--- config.mk ---
export PLATFORM = sky130hd
export DESIGN_NAME = fetch_unit
export DESIGN_NICKNAME = d
export VERILOG_FILES = /design/src/rtl/fetch_pkg.sv /design/src/rtl/fetch_queue.sv /design/src/rtl/fetch_unit.sv
export SDC_FILE = /design/constraint.sdc
export NUM_CORES = 1
export LEC_CHECK = 0
export ABC_AREA = 1
export ABC_CLOCK_PERIOD_IN_PS = 8600
export BUFFER_PORTS_ARGS = -buffer_cell sky130_fd_sc_hd__buf_2
export CAP_MARGIN = 20
export CORE_ASPECT_RATIO = 2
export CORE_MARGIN = 3
export CORE_UTILIZATION = 50
export DETAILED_ROUTE_END_ITERATION = 10
export PLACE_DENSITY = 0.75
export RECOVER_POWER = 25
export SYNTH_ARGS = -nofsm -noshare
export SYNTH_HDL_FRONTEND = slang
export SYNTH_SLANG_ARGS = --single-unit
--- constraint.sdc ---
create_clock -name clk -period 8.6 [get_ports clk]
set_input_delay 2.58 -clock clk [delete_from_list [all_inputs] [get_ports clk]]
set_output_delay 2.58 -clock clk [all_outputs]
set_load 0.02 [all_outputs]
--- src/rtl/fetch_pkg.sv ---
// Shared types and constants for the instruction-fetch stage.
package fetch_pkg;

    localparam int DEF_ADDR_W = 64;
    localparam int DEF_INST_W = 32;
    localparam int PC_STEP    = 4;

    // HLT encoding; only acted on when FETCH_HALT_EN is defined.
    localparam logic [31:0] HLT_ENC = 32'hD440_0000;

    typedef enum logic [1:0] {
        IDLE   = 2'd0,
        FETCH  = 2'd1,
        HALTED = 2'd2
    } fetch_state_t;

endpackage

--- src/rtl/fetch_queue.sv ---
// Small FIFO of {pc, instruction} pairs between fetch and decode.
// Flush (and reset) take priority over push/pop; pointer wrap relies on
// DEPTH being a power of two.
module fetch_queue
    import fetch_pkg::*;
#(
    parameter int DEPTH  = 4,
    parameter int PC_W   = DEF_ADDR_W,
    parameter int INST_W = DEF_INST_W
) (
    input  logic                       clk,
    input  logic                       reset,
    input  logic                       i_flush,
    input  logic                       i_push,
    input  logic [PC_W-1:0]            i_push_pc,
    input  logic [INST_W-1:0]          i_push_inst,
    input  logic                       i_pop,
    output logic [$clog2(DEPTH):0]     o_count,
    output logic [PC_W-1:0]            o_head_pc,
    output logic [INST_W-1:0]          o_head_inst
);

    localparam int PW = $clog2(DEPTH);
    localparam int CW = PW + 1;

    logic [PC_W-1:0]   r_pc_mem   [DEPTH];
    logic [INST_W-1:0] r_inst_mem [DEPTH];
    logic [PW-1:0]     r_wr_ptr;
    logic [PW-1:0]     r_rd_ptr;
    logic [CW-1:0]     r_count;

    // Storage write; contents need no reset because count gates visibility.
    always_ff @(posedge clk) begin
        if (i_push) begin
            r_pc_mem[r_wr_ptr]   <= i_push_pc;
            r_inst_mem[r_wr_ptr] <= i_push_inst;
        end
    end

    // Pointer and occupancy bookkeeping; flush empties the queue outright.
    always_ff @(posedge clk) begin
        if (reset || i_flush) begin
            r_wr_ptr <= '0;
            r_rd_ptr <= '0;
            r_count  <= '0;
        end else begin
            if (i_push) r_wr_ptr <= r_wr_ptr + PW'(1);
            if (i_pop)  r_rd_ptr <= r_rd_ptr + PW'(1);
            case ({i_push, i_pop})
                2'b10:   r_count <= r_count + CW'(1);
                2'b01:   r_count <= r_count - CW'(1);
                default: r_count <= r_count;
            endcase
        end
    end

    assign o_count     = r_count;
    assign o_head_pc   = r_pc_mem[r_rd_ptr];
    assign o_head_inst = r_inst_mem[r_rd_ptr];

endmodule

--- src/rtl/fetch_unit.sv ---
// Instruction-fetch stage: owns the PC, issues word reads to instruction
// memory under a queue-credit limit, buffers responses and hands them to
// decode. Branch redirects flush everything buffered or in flight.
// Optional build macro FETCH_HALT_EN: stop fetching after enqueuing HLT.
//
//   state  | meaning
//   IDLE   | one cycle after reset; a redirect here only reloads the PC
//   FETCH  | issuing requests whenever queue credit allows
//   HALTED | HLT enqueued, no requests until a redirect
module fetch_unit
    import fetch_pkg::*;
#(
    parameter int                ADDR_W   = DEF_ADDR_W,
    parameter int                INST_W   = DEF_INST_W,
    parameter logic [ADDR_W-1:0] RESET_PC = '0,
    parameter int                QDEPTH   = 4
) (
    input  logic              clk,
    input  logic              reset,
    input  logic              br_taken,
    input  logic [ADDR_W-1:0] br_target,
    output logic              imem_req,
    output logic [ADDR_W-1:0] imem_addr,
    input  logic [INST_W-1:0] imem_rdata,
    output logic              inst_valid,
    input  logic              inst_ready,
    output logic [INST_W-1:0] inst_data,
    output logic [ADDR_W-1:0] inst_pc,
    output logic              halted
);

    localparam int CW = $clog2(QDEPTH) + 1;

    fetch_state_t      r_state;
    fetch_state_t      w_state_nxt;
    logic [ADDR_W-1:0] r_pc;
    logic [ADDR_W-1:0] r_req_pc;
    logic              r_inflight;
    logic [ADDR_W-1:0] w_target;
    logic [CW-1:0]     w_count;
    logic [CW:0]       w_used;
    logic              w_credit;
    logic              w_push;
    logic              w_pop;
    logic              w_is_hlt;
    logic [ADDR_W-1:0] w_head_pc;
    logic [INST_W-1:0] w_head_inst;

    // Low two target bits are masked rather than sliced off.
    assign w_target = br_target & ~ADDR_W'(3);

    // Credit counts the in-flight word so a response always finds a free slot.
    assign w_used   = {1'b0, w_count} + {{CW{1'b0}}, r_inflight};
    assign w_credit = w_used < (CW+1)'(QDEPTH);

    assign imem_req  = (r_state == FETCH) && !br_taken && w_credit;
    assign imem_addr = r_pc;

`ifdef FETCH_HALT_EN
    // Once halted, the word requested alongside HLT is dropped.
    assign w_push   = r_inflight && !br_taken && (r_state != HALTED);
    assign w_is_hlt = (imem_rdata == HLT_ENC);
    assign halted   = (r_state == HALTED);
`else
    assign w_push   = r_inflight && !br_taken;
    assign w_is_hlt = 1'b0;
    assign halted   = 1'b0;
`endif

    assign w_pop = inst_valid && inst_ready;

    // State register.
    always_ff @(posedge clk) begin
        if (reset) r_state <= IDLE;
        else       r_state <= w_state_nxt;
    end

    // Next-state logic.
    always_comb begin
        w_state_nxt = r_state;
        case (r_state)
            IDLE:    w_state_nxt = FETCH;
            FETCH:   if (w_push && w_is_hlt) w_state_nxt = HALTED;
            HALTED:  if (br_taken) w_state_nxt = FETCH;
            default: w_state_nxt = IDLE;
        endcase
    end

    // PC, request tag and in-flight flag; redirect wins over sequential advance.
    always_ff @(posedge clk) begin
        if (reset) begin
            r_pc       <= RESET_PC;
            r_req_pc   <= '0;
            r_inflight <= 1'b0;
        end else begin
            r_inflight <= imem_req;
            if (imem_req) r_req_pc <= r_pc;
            if (br_taken)      r_pc <= w_target;
            else if (imem_req) r_pc <= r_pc + ADDR_W'(PC_STEP);
        end
    end

    fetch_queue #(
        .DEPTH  (QDEPTH),
        .PC_W   (ADDR_W),
        .INST_W (INST_W)
    ) u_queue (
        .clk         (clk),
        .reset       (reset),
        .i_flush     (br_taken),
        .i_push      (w_push),
        .i_push_pc   (r_req_pc),
        .i_push_inst (imem_rdata),
        .i_pop       (w_pop),
        .o_count     (w_count),
        .o_head_pc   (w_head_pc),
        .o_head_inst (w_head_inst)
    );

    // Head fields read as zero whenever nothing is presented.
    assign inst_valid = (w_count != '0);
    assign inst_data  = inst_valid ? w_head_inst : '0;
    assign inst_pc    = inst_valid ? w_head_pc   : '0;

endmodule

==> results of run 1 <==
[layout make-up]
cell class / instances / area [um2] / area share
sequential: 511 / 14000 / 0.5615
clock buffer: 51 / 1146 / 0.04597
timing repair buffer: 277 / 1461 / 0.05861
inverter: 163 / 615.6 / 0.02469
multi-input combinational: 1496 / 6813 / 0.2732
tap: 545 / 681.9 / 0.02735
clock inverter: 25 / 215.2 / 0.008631
[cells in the mapped netlist, types with 2 or more instances]
library cell / number
nor2_1: 586
edfxtp_1: 376
nand2_1: 279
o21ai_0: 260
inv_1: 160
a21oi_1: 148
dfxtp_1: 135
clkbuf_1: 62
nand3_1: 51
buf_2: 41
nor3_1: 27
a211oi_1: 22
o21ai_1: 21
nand4_1: 16
buf_1: 14
xor2_1: 13
a31oi_1: 11
nor2_4: 10
buf_4: 7
ha_1: 6
nand3b_1: 6
nor2_2: 6
nand2_2: 4
o21bai_1: 4
inv_2: 3
nand2_4: 3
nand3_2: 3
a22oi_1: 2
o211ai_1: 2
o22ai_1: 2
o31ai_1: 2
or2_2: 2
[logic make-up (layout without fill, tap and decap cells)]
family          count (synthesis)  count (layout)  synth area share
fa+ha+maj                       7               7          0.004340
flops                         511             511            0.6386
buf+inv                       287             516           0.05271
compound gates                477             477            0.1139
xor+xnor                       13              13          0.005196
simple gates                  994             994            0.1850
other cells                     1               5         0.0001711
[cells in the final DEF (no fill, tap or decap), drive strengths merged]
master    netlist  layout
a211oi         22      22
a21oi         148     148
a22o            1       1
a22oi           2       2
a31oi          11      11
buf            62     273
bufinv          0       3
clkbuf         62      55
clkinv          0      17
clkinvlp        0       2
conb            1       5
dfxtp         135     135
edfxtp        376     376
fa              1       1
ha              6       6
inv           163     166
nand2         286     286
nand3          54      54
nand3b          6       6
nand4          16      16
nor2          603     603
nor3           27      27
o211a           1       1
o211ai          2       2
o21ai         281     281
o21bai          4       4
o221ai          1       1
o22ai           2       2
o31ai           2       2
or2             2       2
xor2           13      13
[path summary, 6_finish.rpt]
check | start | endpoint | depth (start not counted)
min reg2reg | r_req_pc[25] | u_queue.r_pc_mem[0][25] | 0
max reg2reg | r_inflight | u_queue.r_inst_mem[2][10] | 6
max | br_taken | imem_req | 6
min | r_req_pc[25] | u_queue.r_pc_mem[0][25] | 0
[flip-flops by register name, indices dropped and copies added (netlist names), named ones only]
| name | cells |
|---|---|
| u_queue.r_wr_ptr | 2 |
| u_queue.r_rd_ptr | 2 |
| u_queue.r_pc_mem | 248 |
| u_queue.o_count | 3 |
| r_req_pc | 62 |
| imem_addr | 62 |
| u_queue.r_inst_mem | 128 |
| r_state | 1 |
| r_inflight | 1 |
[worst max-delay path, delay by kind of cell]
| kind | cells | cell delay (ns) |
|---|---|---|
| and+or+nand+nor | 2 | 0.21 |
| buffers and inverters | 4 | 0.93 |
[metrics by stage]
stage          utilization  instance area (um2)  hold WS [ns]
2_1_floorplan            -                21930        0.4361
3_3_place_gp        0.5486                23580        0.4375
3_5_place_dp        0.5486                23580        0.4689
4_1_cts             0.5803                24940        0.4968
5_1_grt             0.5802                24930        0.5123
6_report            0.5802                24930        0.5040
[power by group]
group / total [mW] / switching [mW] / internal [mW]
logic: 0.295 / 0.206 / 0.0892
registers: 2.75 / 0.0583 / 2.69
clock network: 1.91 / 0.861 / 1.05
[per-layer routing]
metal | vias to the layer above | global-route usage | routed length [um]
li1 | 8110 | - | -
met1 | 8192 | 0.3083 | 23330
met2 | 731 | 0.4651 | 32090
met3 | 156 | 0.02921 | 3657
met4 | 0 | 0.1513 | 3981
met5 | - | 0 | 0
==> metrics.txt, run 1 <==
pin count of the biggest net entering global routing 97; CTS Buf Count 42; # IOs 263; Avg Inst Size Synth 9.568 um2; drt drc 0; Antenna Nets Post-Route 0; vias around 17,000; TNS Setup 0 ns; relative slew slack 0.1574; Total Power around 5.0 mW; die height ~300 um; PwrDens 198.6 nW/um2; Clock Sinks 511; Max Freq 158.6 MHz; row count 107; HPWL after DPL 41.14 mm; routed vias/inst 5.603; worst min path class flop to flop; worst setup margin ~2.3 ns; asr flop ratio synth 0; final setup vio count 0; first-pass GRT wire length 95.52 mm; Reg clk slew, reported paths 0.07 ns; non-filler cells, final 3,068; Synth area leaders edfxtp_1 52%, dfxtp_1 12%, nor2_1 10%, o21ai_0 5.9%, nand2_1 4.8%; Detailed Routing Iterations Pass 1 7; # port buffers 255; Placer Congestion 0.9322; Die Wd 154.0 um; YS warnings 0; htree depth 2; CP Cell Sequence buf_2 -> nor2_1 -> nand3_2 -> clkinv_2 -> buf_4 -> buf_2; status finished clean; Hold Violations, Final 0; pre-CTS WS 2.287 ns; post-synthesis sequential area ratio 0.6386; Worst EP required 6.02 ns; vias in the first global route 17,083; Syn Std Cell Area approximately 22,000 um2; VDD IR-drop max 0.1791 mV; Top FF cell, synth edfxtp_1; filler instances 3,633; Initial Util 0.5099; P_leak between 9 and 10 nW; CP Class primary input to primary output; Worst-Margin Slew 1.254 ns; cell seen most often among critical-path stages buf_2; RSZ-0062 raised after global routing no; fin crit share 0.7331; Synth top area share 0.5153; Nets 2,598; Post-Syn Instances ~2,300; worst clock skew 0.02784 ns; area growth from synthesis to layout 13.80%; Placed Cells 2,992; initial antenna violation count 0; CP max stage delay 0.47 ns; ant diodes 0; area leader, netlist edfxtp_1; Die Area 46,520 um2; post-DR wirelength/cell 20.55 um; Worst setup EP type primary output; critical path arrival about 3.7 ns; Reg2Reg Setup Slack 5.92 ns; post-synth cell types 38; min cycle time layout 6.305 ns; worst-skew pair later-pin latency 0.56 ns; cts hold-fix bufs 0; synthesis-stage register bit count 511; max cap viols 0; slowest CP cell buf_4; overall global routing resource usage 0.2630; final WL 63.06 mm; CTS tree done; core area 42,980 um2; grt ovf 0; crit path max fanout 43; clk buf depth 3; PostCTS Resize Cnt 0; Max Slew Vio Count 0; share of cells above drive strength 1 0.1498; clock root buffer clkbuf_16; crit start category primary input; Post-synth EDFFs between 300 and 400; post-CTS setup-driven buffer insertion count 0; first-iteration detailed-routing DRC count approximately 1,400
(Power assumes the default switching activity.)
==> inputs of run 2 (changes only) <==
--- a/config.mk
+++ b/config.mk
@@ -6,7 +6,7 @@
 export NUM_CORES = 1
 export LEC_CHECK = 0
 export ABC_AREA = 1
-export ABC_CLOCK_PERIOD_IN_PS = 8600
+export ABC_CLOCK_PERIOD_IN_PS = 6100
 export BUFFER_PORTS_ARGS = -buffer_cell sky130_fd_sc_hd__buf_2
 export CAP_MARGIN = 20
 export CORE_ASPECT_RATIO = 2
==> constraint.sdc (replaced) <==
create_clock -name clk -period 6.1 [get_ports clk]
set_input_delay 1.83 -clock clk [delete_from_list [all_inputs] [get_ports clk]]
set_output_delay 1.83 -clock clk [all_outputs]
set_load 0.02 [all_outputs]
==> metrics.txt, run 2 (synthesis gave the netlist of run 1 again) <==
RR Startpoint u_queue.o_count[0]; Min Hold Slack 0.4593 ns; worst clock skew 0.01484 ns; RSZ-0062 raised after global routing no; Reg clk slew, reported paths 0.07 ns; pin count of the biggest net entering global routing just under 100; CTS tree done; Largest register FFs between 200 and 250; vias in the first global route 17,015; post-CTS setup-driven buffer insertion count 0; non-filler cells, final 3,073; CP Class flop to primary output; Post-DP Area 23,610 um2; vias between 15,000 and 20,000; Sw Share 0.2216; Placed Cells around 3,000; fin util 0.5842; overall global routing resource usage 0.2622; reg2reg path depth 11; HPWL after DPL 41.85 mm; max cap viols 0; worst min path class flop to flop; Clock Sinks between 500 and 600; Die Wd 154.0 um; Die Area 46,520 um2; Placer Congestion approximately 0.96; # port buffers 255; clk buf depth 3; most frequent cells in the layout 582 x nor2_1, 376 x edfxtp_1, 279 x nand2_1; cts hold-fix bufs 0; area growth from synthesis to layout 14.57%; Reg2Reg Setup Slack 3.13 ns; Detailed Routing Iterations Pass 1 6; Hold Violations, Final 0; pre-CTS WS roughly 1.7 ns; filler instances 3,659; CTS Buf Count 42; Final Cell Area 25,100 um2; Nets 2,601; VDD IR-drop max 0.1974 mV; Hold Crit Start u_queue.r_rd_ptr[1]; share of cells above drive strength 1 0.1524; clock power share 0.402; crit start category flop; worst setup margin 1.127 ns; first-pass GRT wire length 95.16 mm; die height 302.0 um; crit path max fanout 77; status finished clean; Worst setup EP type primary output; min cycle time layout 4.973 ns; critical path arrival 3.14 ns; Worst-Margin Slew 1.072 ns; routed vias/inst 5.610; fin crit share 0.8152; grt ovf 0; Max Slew Vio Count 0; row count 107; P_leak 9.656 nW; Gate power share 0.058; first-iteration detailed-routing DRC count 1,457; worst hold stages 2; drt drc 0; Max Freq between 200 and 250 MHz; PwrDens 285.5 nW/um2; relative slew slack 0.2850; sequential share of power 0.541; Worst R2R End imem_addr[56]; final WL around 63 mm; # IOs about 260; TNS Setup 0 ns; Initial Util 0.5099; Total Power 7.166 mW; commonest non-fill, non-tap cell in the layout nor2_1; htree depth 2; initial antenna violation count 1; final setup vio count 0; PostCTS Resize Cnt 0; core area approximately 43,000 um2; post-DR wirelength/cell 20.53 um; Worst EP required 4.27 ns; Largest regs u_queue.r_pc_mem (248), u_queue.r_inst_mem (128); worst-skew pair later-pin latency 0.54 ns; Sw Pwr approximately 1.6 mW; largest reg by FF count u_queue.r_pc_mem; Antenna Nets Post-Route 0; clock root buffer clkbuf_16; Int Power 5.579 mW
==> run 2: worst max-delay path by stage <==
| stage | to | depth (start not counted) |
|---|---|---|
| 2_1_floorplan | u_queue.r_inst_mem[0][0] | 5 |
| 3_3_place_gp | imem_addr[56] | 12 |
| 3_5_place_dp | inst_pc[12] | 5 |
| 4_1_cts | inst_pc[61] | 6 |
| 5_1_grt | inst_pc[61] | 6 |
| 6_report | inst_pc[61] | 6 |
==> run 2: power groups by stage <==
| stage | Sequential (mW) | Combinational, mW | Clock (mW) |
|---|---|---|---|
| final | 3.88 | 0.413 | 2.88 |
| after global routing | 3.88 | 0.454 | 3.05 |
| after CTS | 3.87 | 0.413 | 2.92 |
| after detailed placement | 3.95 | 0.410 | 0 |
| after global placement | 3.94 | 0.401 | 0 |
| after floorplan | 3.95 | 0.226 | 0 |
==> run 2: layout make-up <==
cell class | instances | area [um2] | area share
Sequential cell | 511 | 14000 | 0.5577
Multi-Input combinational cell | 1496 | 6813 | 0.2714
Timing Repair Buffer | 280 | 1494 | 0.05951
Clock buffer | 61 | 1297 | 0.05168
Tap cell | 545 | 681.9 | 0.02716
Inverter | 163 | 615.6 | 0.02452
Clock inverter | 16 | 198.9 | 0.007925
Antenna cell | 1 | 2.502 | 0.00009968
==> run 2: critical path: stages, from the launching register on <==
cell     delay, ns
dfxtp_4       0.92
buf_4         0.70
nor2_1        0.11
nor2_1        0.10
o21ai_0       0.09
a21oi_1       0.39
buf_2         0.25
==> run 2: per-layer routing <==
metal	track usage	share of wire	up-vias
met5	0	0	-
met1	0.3027	0.36	8198
met4	0.1528	0.062	0
li1	-	-	8119
met3	0.02949	0.063	159
met2	0.4677	0.51	765
